**config.mk**
```make
export PLATFORM = sky130hd
export DESIGN_NAME = game_sequencer_flat
export DESIGN_NICKNAME = d
export VERILOG_FILES = /design/src/rtl/game_pkg.sv /design/src/rtl/game_sequencer_if.sv /design/src/rtl/frame_divider.sv /design/src/rtl/game_sequencer.sv /design/src/flat_wrapper.sv
export SDC_FILE = /design/constraint.sdc
export NUM_CORES = 1
export LEC_CHECK = 0
export BUFFER_PORTS_ARGS = -buffer_cell sky130_fd_sc_hd__buf_2
export CORE_MARGIN = 1.5
export CORE_UTILIZATION = 44
export DETAILED_ROUTE_END_ITERATION = 6
export GPL_ROUTABILITY_DRIVEN = 0
export PLACE_DENSITY = 0.63
export SLEW_MARGIN = 0
export SYNTH_ARGS = -nofsm -noshare
export SYNTH_HDL_FRONTEND = slang
export SYNTH_SLANG_ARGS = --single-unit
```
**constraint.sdc**
```tcl
create_clock -name Clk -period 1.7 [get_ports Clk]
set_clock_uncertainty 0.15 [all_clocks]
set_input_delay 0.425 -clock Clk [delete_from_list [all_inputs] [get_ports Clk]]
set_output_delay 0.425 -clock Clk [all_outputs]
set_load 0.05 [all_outputs]
```
**src/rtl/game_pkg.sv**
```systemverilog
// rtl/game_pkg.sv - shared state indices, BCD width and BCD saturating increment
package game_pkg;

    localparam int S_INITIAL = 0;
    localparam int S_READY   = 1;
    localparam int S_RUN     = 2;
    localparam int S_LOSE    = 3;

    localparam int BCD_W = 8;

    typedef enum logic [1:0] {
        ST_INITIAL = 2'd0,
        ST_READY   = 2'd1,
        ST_RUN     = 2'd2,
        ST_LOSE    = 2'd3
    } state_e;

    // Two-digit BCD increment that sticks at 99; also used by the score display
    function automatic logic [BCD_W-1:0] bcd_inc_sat(input logic [BCD_W-1:0] v);
        logic [BCD_W-1:0] r;
        if (v == 8'h99) begin
            r = v;
        end else if (v[3:0] == 4'h9) begin
            r = {v[7:4] + 4'h1, 4'h0};
        end else begin
            r = {v[7:4], v[3:0] + 4'h1};
        end
        return r;
    endfunction

endpackage

```
**src/rtl/game_sequencer_if.sv**
```systemverilog
// rtl/game_sequencer_if.sv - button, sync, datapath and display signals of the sequencer
interface game_sequencer_if;

    logic       Start;
    logic       Ack;
    logic       Jump;
    logic       V_Sync;
    logic       Collide;
    logic       Pipe_Passed;

    logic       Q_Initial;
    logic       Q_Ready;
    logic       Q_Run;
    logic       Q_Lose;
    logic       Pipe_Step;
    logic       Phys_Step;
    logic       Jump_Req;
    logic [3:0] Countdown;
    logic [7:0] Score;
    logic [7:0] High_Score;
    logic       New_High;

    modport slave (
        input  Start, Ack, Jump, V_Sync, Collide, Pipe_Passed,
        output Q_Initial, Q_Ready, Q_Run, Q_Lose, Pipe_Step, Phys_Step,
               Jump_Req, Countdown, Score, High_Score, New_High
    );

    modport master (
        output Start, Ack, Jump, V_Sync, Collide, Pipe_Passed,
        input  Q_Initial, Q_Ready, Q_Run, Q_Lose, Pipe_Step, Phys_Step,
               Jump_Req, Countdown, Score, High_Score, New_High
    );

endinterface

```
**src/rtl/frame_divider.sv**
```systemverilog
// rtl/frame_divider.sv - counts frame ticks and flags every DIV-th one
module frame_divider #(
    parameter int DIV = 2,
    parameter int W   = 4
) (
    input  logic Clk,
    input  logic reset,
    input  logic clr,
    input  logic tick,
    output logic step
);

    logic [W-1:0] cnt_q;
    logic [W-1:0] cnt_d;

    // step is the wrap condition; the parent registers it alongside its other outputs
    always_comb begin
        step  = tick && !clr && (cnt_q == W'(DIV - 1));
        cnt_d = cnt_q;
        if (clr) begin
            cnt_d = '0;
        end else if (tick) begin
            cnt_d = step ? '0 : cnt_q + W'(1);
        end
    end

    // Tick counter register
    always_ff @(posedge Clk) begin
        if (reset) begin
            cnt_q <= '0;
        end else begin
            cnt_q <= cnt_d;
        end
    end

endmodule

```
**src/rtl/game_sequencer.sv**
```systemverilog
// rtl/game_sequencer.sv - game state machine, frame step enables, jump queue and scoring
module game_sequencer
    import game_pkg::*;
#(
    parameter int PIPE_DIV   = 2,
    parameter int PHYS_DIV   = 1,
    parameter int SEC_FRAMES = 60
) (
    input logic             Clk,
    input logic             reset,
    game_sequencer_if.slave bus
);

    state_e           state_q, state_d;
    logic [3:0]       onehot_q, onehot_d;
    logic             v_q;
    logic [7:0]       sec_q, sec_d;
    logic [3:0]       cd_q, cd_d;
    logic [BCD_W-1:0] score_q, score_d;
    logic [BCD_W-1:0] hs_q, hs_d;
    logic             nh_q, nh_d;
    logic             jp_q, jp_d;
    logic             jr_q, jr_d;
    logic             pipe_step_q, pipe_step_d;
    logic             phys_step_q, phys_step_d;

    logic tick;
    logic in_run;
    logic div_clr;
    logic div_tick;
    logic pipe_wrap;
    logic phys_wrap;

    assign tick     = v_q & ~bus.V_Sync;
    assign in_run   = (state_q == ST_RUN);
    assign div_clr  = ~in_run;
    assign div_tick = in_run & tick & ~bus.Collide;

    frame_divider #(.DIV(PIPE_DIV), .W(4)) u_pipe_div (
        .Clk   (Clk),
        .reset (reset),
        .clr   (div_clr),
        .tick  (div_tick),
        .step  (pipe_wrap)
    );

    frame_divider #(.DIV(PHYS_DIV), .W(4)) u_phys_div (
        .Clk   (Clk),
        .reset (reset),
        .clr   (div_clr),
        .tick  (div_tick),
        .step  (phys_wrap)
    );

    // Next state, countdown, jump queue, step enables and score bookkeeping
    always_comb begin
        state_d     = state_q;
        sec_d       = sec_q;
        cd_d        = cd_q;
        score_d     = score_q;
        hs_d        = hs_q;
        nh_d        = nh_q;
        jp_d        = jp_q;
        jr_d        = 1'b0;
        pipe_step_d = 1'b0;
        phys_step_d = 1'b0;

        case (state_q)
            ST_INITIAL: begin
                if (bus.Start) begin
                    state_d = ST_READY;
                    score_d = '0;
                    cd_d    = 4'd3;
                    sec_d   = '0;
                end
            end

            ST_READY: begin
                if (bus.Ack) begin
                    state_d = ST_INITIAL;
                    cd_d    = 4'd0;
                    sec_d   = '0;
                end else if (tick) begin
                    if (sec_q == 8'(SEC_FRAMES - 1)) begin
                        sec_d = '0;
                        if (cd_q == 4'd1) begin
                            state_d = ST_RUN;
                            cd_d    = 4'd0;
                            jp_d    = 1'b0;
                        end else begin
                            cd_d = cd_q - 4'd1;
                        end
                    end else begin
                        sec_d = sec_q + 8'd1;
                    end
                end
            end

            ST_RUN: begin
                if (bus.Collide) begin
                    // Collision wins: no steps, no jump, no score on this cycle
                    state_d = ST_LOSE;
                    jp_d    = 1'b0;
                end else begin
                    pipe_step_d = pipe_wrap;
                    phys_step_d = phys_wrap;
                    if (phys_wrap) begin
                        jr_d = jp_q | bus.Jump;
                        jp_d = 1'b0;
                    end else if (bus.Jump) begin
                        jp_d = 1'b1;
                    end
                    if (bus.Pipe_Passed) begin
                        score_d = bcd_inc_sat(score_q);
                    end
                end
            end

            ST_LOSE: begin
                // Unsigned compare is valid for packed BCD; after the update the values match
                if (score_q > hs_q) begin
                    hs_d = score_q;
                    nh_d = 1'b1;
                end
                if (bus.Ack) begin
                    state_d = ST_INITIAL;
                    nh_d    = 1'b0;
                end
            end

            default: begin
                state_d = ST_INITIAL;
            end
        endcase

        onehot_d = 4'b0001 << state_d;
    end

    // All state and output registers
    always_ff @(posedge Clk) begin
        if (reset) begin
            state_q     <= ST_INITIAL;
            onehot_q    <= 4'b0001;
            v_q         <= 1'b0;
            sec_q       <= '0;
            cd_q        <= '0;
            score_q     <= '0;
            hs_q        <= '0;
            nh_q        <= 1'b0;
            jp_q        <= 1'b0;
            jr_q        <= 1'b0;
            pipe_step_q <= 1'b0;
            phys_step_q <= 1'b0;
        end else begin
            state_q     <= state_d;
            onehot_q    <= onehot_d;
            v_q         <= bus.V_Sync;
            sec_q       <= sec_d;
            cd_q        <= cd_d;
            score_q     <= score_d;
            hs_q        <= hs_d;
            nh_q        <= nh_d;
            jp_q        <= jp_d;
            jr_q        <= jr_d;
            pipe_step_q <= pipe_step_d;
            phys_step_q <= phys_step_d;
        end
    end

    assign bus.Q_Initial  = onehot_q[S_INITIAL];
    assign bus.Q_Ready    = onehot_q[S_READY];
    assign bus.Q_Run      = onehot_q[S_RUN];
    assign bus.Q_Lose     = onehot_q[S_LOSE];
    assign bus.Pipe_Step  = pipe_step_q;
    assign bus.Phys_Step  = phys_step_q;
    assign bus.Jump_Req   = jr_q;
    assign bus.Countdown  = cd_q;
    assign bus.Score      = score_q;
    assign bus.High_Score = hs_q;
    assign bus.New_High   = nh_q;

endmodule

```
**src/flat_wrapper.sv**
```systemverilog
// flat-port wrapper written by rule: the top's interface ports become plain ports
module game_sequencer_flat import game_pkg::*;
#(
    parameter int PIPE_DIV   = 2,
    parameter int PHYS_DIV   = 1,
    parameter int SEC_FRAMES = 60
)
  (Clk, reset, bus_Start, bus_Ack, bus_Jump, bus_V_Sync, bus_Collide, bus_Pipe_Passed, bus_Q_Initial, bus_Q_Ready, bus_Q_Run, bus_Q_Lose, bus_Pipe_Step, bus_Phys_Step, bus_Jump_Req, bus_Countdown, bus_Score, bus_High_Score, bus_New_High);
  game_sequencer_if bus_i ();
  input logic Clk;
  input logic reset;
  input wire logic [$bits(bus_i.Start)-1:0] bus_Start;
  input wire logic [$bits(bus_i.Ack)-1:0] bus_Ack;
  input wire logic [$bits(bus_i.Jump)-1:0] bus_Jump;
  input wire logic [$bits(bus_i.V_Sync)-1:0] bus_V_Sync;
  input wire logic [$bits(bus_i.Collide)-1:0] bus_Collide;
  input wire logic [$bits(bus_i.Pipe_Passed)-1:0] bus_Pipe_Passed;
  output wire logic [$bits(bus_i.Q_Initial)-1:0] bus_Q_Initial;
  output wire logic [$bits(bus_i.Q_Ready)-1:0] bus_Q_Ready;
  output wire logic [$bits(bus_i.Q_Run)-1:0] bus_Q_Run;
  output wire logic [$bits(bus_i.Q_Lose)-1:0] bus_Q_Lose;
  output wire logic [$bits(bus_i.Pipe_Step)-1:0] bus_Pipe_Step;
  output wire logic [$bits(bus_i.Phys_Step)-1:0] bus_Phys_Step;
  output wire logic [$bits(bus_i.Jump_Req)-1:0] bus_Jump_Req;
  output wire logic [$bits(bus_i.Countdown)-1:0] bus_Countdown;
  output wire logic [$bits(bus_i.Score)-1:0] bus_Score;
  output wire logic [$bits(bus_i.High_Score)-1:0] bus_High_Score;
  output wire logic [$bits(bus_i.New_High)-1:0] bus_New_High;
  assign bus_i.Start = bus_Start;
  assign bus_i.Ack = bus_Ack;
  assign bus_i.Jump = bus_Jump;
  assign bus_i.V_Sync = bus_V_Sync;
  assign bus_i.Collide = bus_Collide;
  assign bus_i.Pipe_Passed = bus_Pipe_Passed;
  assign bus_Q_Initial = bus_i.Q_Initial;
  assign bus_Q_Ready = bus_i.Q_Ready;
  assign bus_Q_Run = bus_i.Q_Run;
  assign bus_Q_Lose = bus_i.Q_Lose;
  assign bus_Pipe_Step = bus_i.Pipe_Step;
  assign bus_Phys_Step = bus_i.Phys_Step;
  assign bus_Jump_Req = bus_i.Jump_Req;
  assign bus_Countdown = bus_i.Countdown;
  assign bus_Score = bus_i.Score;
  assign bus_High_Score = bus_i.High_Score;
  assign bus_New_High = bus_i.New_High;
  game_sequencer #(.PIPE_DIV(PIPE_DIV), .PHYS_DIV(PHYS_DIV), .SEC_FRAMES(SEC_FRAMES)) u_core (.Clk(Clk), .reset(reset), .bus(bus_i));
endmodule
```
==> impl_metrics.py <==
metrics = {
    "clock_network": {
        "clock_path_buffers": 2,
        "hold_buffers": 0,
        "cts_tree": "yes",
        "clkLatencyLatePin_ns": 0.30,
        "cts_max_level": 2,
        "cts_sinks": 48,
        "cts_made_buffers": 5,
        "clockRootBuffer": "clkbuf_8",
        "cts.clk_slew.worst_paths_ns": 0.09,
    },
    "final_layout": {
        "fin_area_um2": 3600,
        "finish.utilization": 0.658,
        "num-fill-cells": 464,
        "areaGrowthSynthToFinish_pct": 44.9,
        "fin_nets": 394,
        "drive_gt1_frac": 0.467,
        "final_cells": 440,
        "antenna_cells": 0,
    },
    "timing": {
        "period_minus_slack_ns": 1.77,
        "drv_slew": 0,
        "timing.fmax_mhz": 566,
        "worst_slack_ns": -0.0683,
        "setup_viol": 3,
        "grt_setup_unrepaired": "true",
        "fin_crit_sh": 1.04,
        "worst_pin_slew_ns": 0.352,
        "final-hold-violation-count": 0,
        "relSlewSlack": 0.765,
    },
    "floorplanning": {
        "core_area_um2": 5470,
        "dieArea_um2": 6110,
        "die_h_um": 78.2,
        "die_x_um": 78.2,
        "num_rows": 27,
        "boundaryPins": 36,
        "start_util": 0.454,
    },
    "pwr": {
        "max-vdd-ir-drop_mv": 0.516,
        "power_density_nw_per_um2": 653,
        "leakagePower_nw": 1.52,
    },
    "synthesis": {
        "syn_area_um2": 2490,
        "synth.distinct_cells": 43,
        "synth-seq-cells": 48,
        "async_flop_share": 0,
        "synth-main-ff-cell": "dfxtp_1",
        "avgSynthCellArea_um2": 9.04,
        "postSynthCellCount": 275,
        "synth-seq-area-share": 0.387,
        "synth_nets": 302,
        "synth_edf_count": 0,
        "ys_warn_count": 0,
    },
    "critical_path": {
        "cp.required_ns": 1.73,
        "crit_path_start_kind": "flip-flop",
        "critPathMaxFanout": 5,
        "path_cells": "inv_4, ha_4, and3b_2, nor2b_4, o21a_1, a2111oi_2",
        "critPathMaxStageDelay_ns": 0.39,
        "r2r_cells": 6,
        "critPathKind": "flip-flop to flip-flop",
        "cp_slowest_cell": "dfxtp_4",
        "arrival_ns": 1.80,
        "crit_path_end_kind": "flip-flop",
    },
    "route": {
        "vias": 2194,
        "drt_iter0_drc": 78,
        "remaining_drc_errors": 0,
        "viasPerCell": 4.99,
        "dr.pass1.iters": 4,
        "wirelength_mm": 5.83,
        "wl_per_cell_um": 13.2,
        "drtAntennaViolNets": 0,
    },
    "outcome": {
        "violations": "setup timing",
        "status": "complete, but fails checks",
    },
    "placed_design": {
        "dp_hpwl_mm": 4.12,
        "placedCellCount": 424,
        "placed_area_um2": 3220,
        "port_buffers": 35,
    },
    "global_routing": {
        "track_usage": 0.185,
        "grt_pass1_wl_mm": 9.09,
        "antenna_found_initial": 0,
        "grt_pass1_vias": 1993,
        "grt_overflow_total": 0,
        "grt_max_degree": 16,
    },
    "min_path": {
        "hold_depth": 2,
        "hold_path_class": "input port to flip-flop",
    },
    "job": {
        "cap_violations": 0,
    },
}
## layer usage
layer | track usage | vias up | share of wire
li1 | - | 1138 | -
met1 | 0.262 | 1016 | 0.50
met2 | 0.283 | 35 | 0.46
met3 | 0.0407 | 5 | 0.035
met4 | 0.0518 | 0 | 0.0098
met5 | 0 | - | 0
## through the flow
step / hold WS (ns) / total power, mW / TNS [ns] / setup slack, ns
2_1_floorplan: 0.311 / 1.36 / -0.754 / -0.111
3_3_place_gp: 0.294 / 1.48 / -1.36 / -0.0954
3_5_place_dp: 0.309 / 1.48 / -2.20 / -0.149
4_1_cts: 0.205 / 2.33 / -0.409 / -0.0555
5_1_grt: 0.200 / 2.45 / -1.05 / -0.137
6_report: 0.207 / 2.35 / -0.166 / -0.0683
## timing repair
action,CTS,global route
setup buffers,4,5
endpoints found under the setup margin,28,39
pin swaps,9,12
gates resized for setup,15,34
## synth_stat cells (5+ instances only)
cell type	instances	area, um2
ha_1	19	238
nand4_1	10	62.6
dfxtp_1	48	961
o21ai_0	6	30.0
nand2b_1	20	125
o21a_1	5	37.5
inv_1	16	60.1
nand3_1	5	25.0
nor3_1	8	40.0
nor2b_1	5	31.3
xor2_1	12	105
nand2_1	17	63.8
nor2_1	27	101
mux2i_1	10	100
a21oi_1	15	75.1
## state kept, by name, indices dropped and copies added, names as in the netlist, 2 cells and up
signal                   count
u_core.bus.High_Score        8
u_core.bus.Score             8
u_core.sec_q                 8
u_core.bus.Countdown         4
u_core.onehot_q              4
u_core.u_phys_div.cnt_q      4
u_core.u_pipe_div.cnt_q      4
u_core.state_q               2
## worst max-delay path: cells and delay by family (launching register included)
family / cells / cell delay, ns
adders and majority gates: 1 / 0.14
and+or+nand+nor: 2 / 0.38
buffers and inverters: 1 / 0.04
DFF: 1 / 0.39
AOI/OAI and AO/OA: 2 / 0.55
## final cells by class
| class | count | area (um2) | area share |
|---|---|---|---|
| repair buffers | 95 | 646 | 0.179 |
| inverters | 16 | 67.6 | 0.0188 |
| flip-flops and latches | 48 | 1020 | 0.283 |
| clock buffers | 8 | 123 | 0.0340 |
| well taps | 72 | 90.1 | 0.0250 |
| multi-input cells | 201 | 1660 | 0.460 |
## cell families after synthesis
kind of cell	after synthesis	share of synthesized area
AO/OA/AOI/OAI	42	0.119
adder cells (fa/ha/maj)	19	0.0956
AND/OR/NAND/NOR	114	0.256
XOR/XNOR	16	0.0564
flip-flops	48	0.387
multiplexers	10	0.0403
buffers and inverters	26	0.0468
## power breakdown
| part | leakage, nW | switching, mW | internal [mW] |
|---|---|---|---|
| clock | 0.0618 | 0.376 | 0.470 |
| sequential | 0.403 | 0.0258 | 1.13 |
| combinational | 1.05 | 0.193 | 0.155 |
| total | 1.52 | 0.595 | 1.76 |
## final timing paths
| kind | slack (ns) | endpoint | startpoint |
|---|---|---|---|
| setup / recovery | -0.07 | u_core.bus.Score[1]$_SDFFE_PP0P_ | u_core.bus.Score[1]$_SDFFE_PP0P_ |
| setup reg to reg | -0.07 | u_core.bus.Score[1]$_SDFFE_PP0P_ | u_core.bus.Score[1]$_SDFFE_PP0P_ |
| hold reg to reg | 0.32 | u_core.bus.New_High$_SDFFE_PP0P_ | u_core.bus.New_High$_SDFFE_PP0P_ |
| hold / removal | 0.21 | u_core.bus.Jump_Req$_SDFF_PP0_ | bus_Jump |
## cell usage in the layout (no fill, tap or decap), types with 7 or more instances in the layout
cell type	instances
mux2i_1	10
dfxtp_2	9
dfxtp_4	13
nand4_1	10
nand2_1	17
inv_1	7
nand2b_1	18
dfxtp_1	26
ha_4	9
buf_4	57
buf_2	33
a21oi_1	11
ha_1	9
xor2_1	12
nor2_1	26
Note: power is estimated with default switching activity, not from simulation.
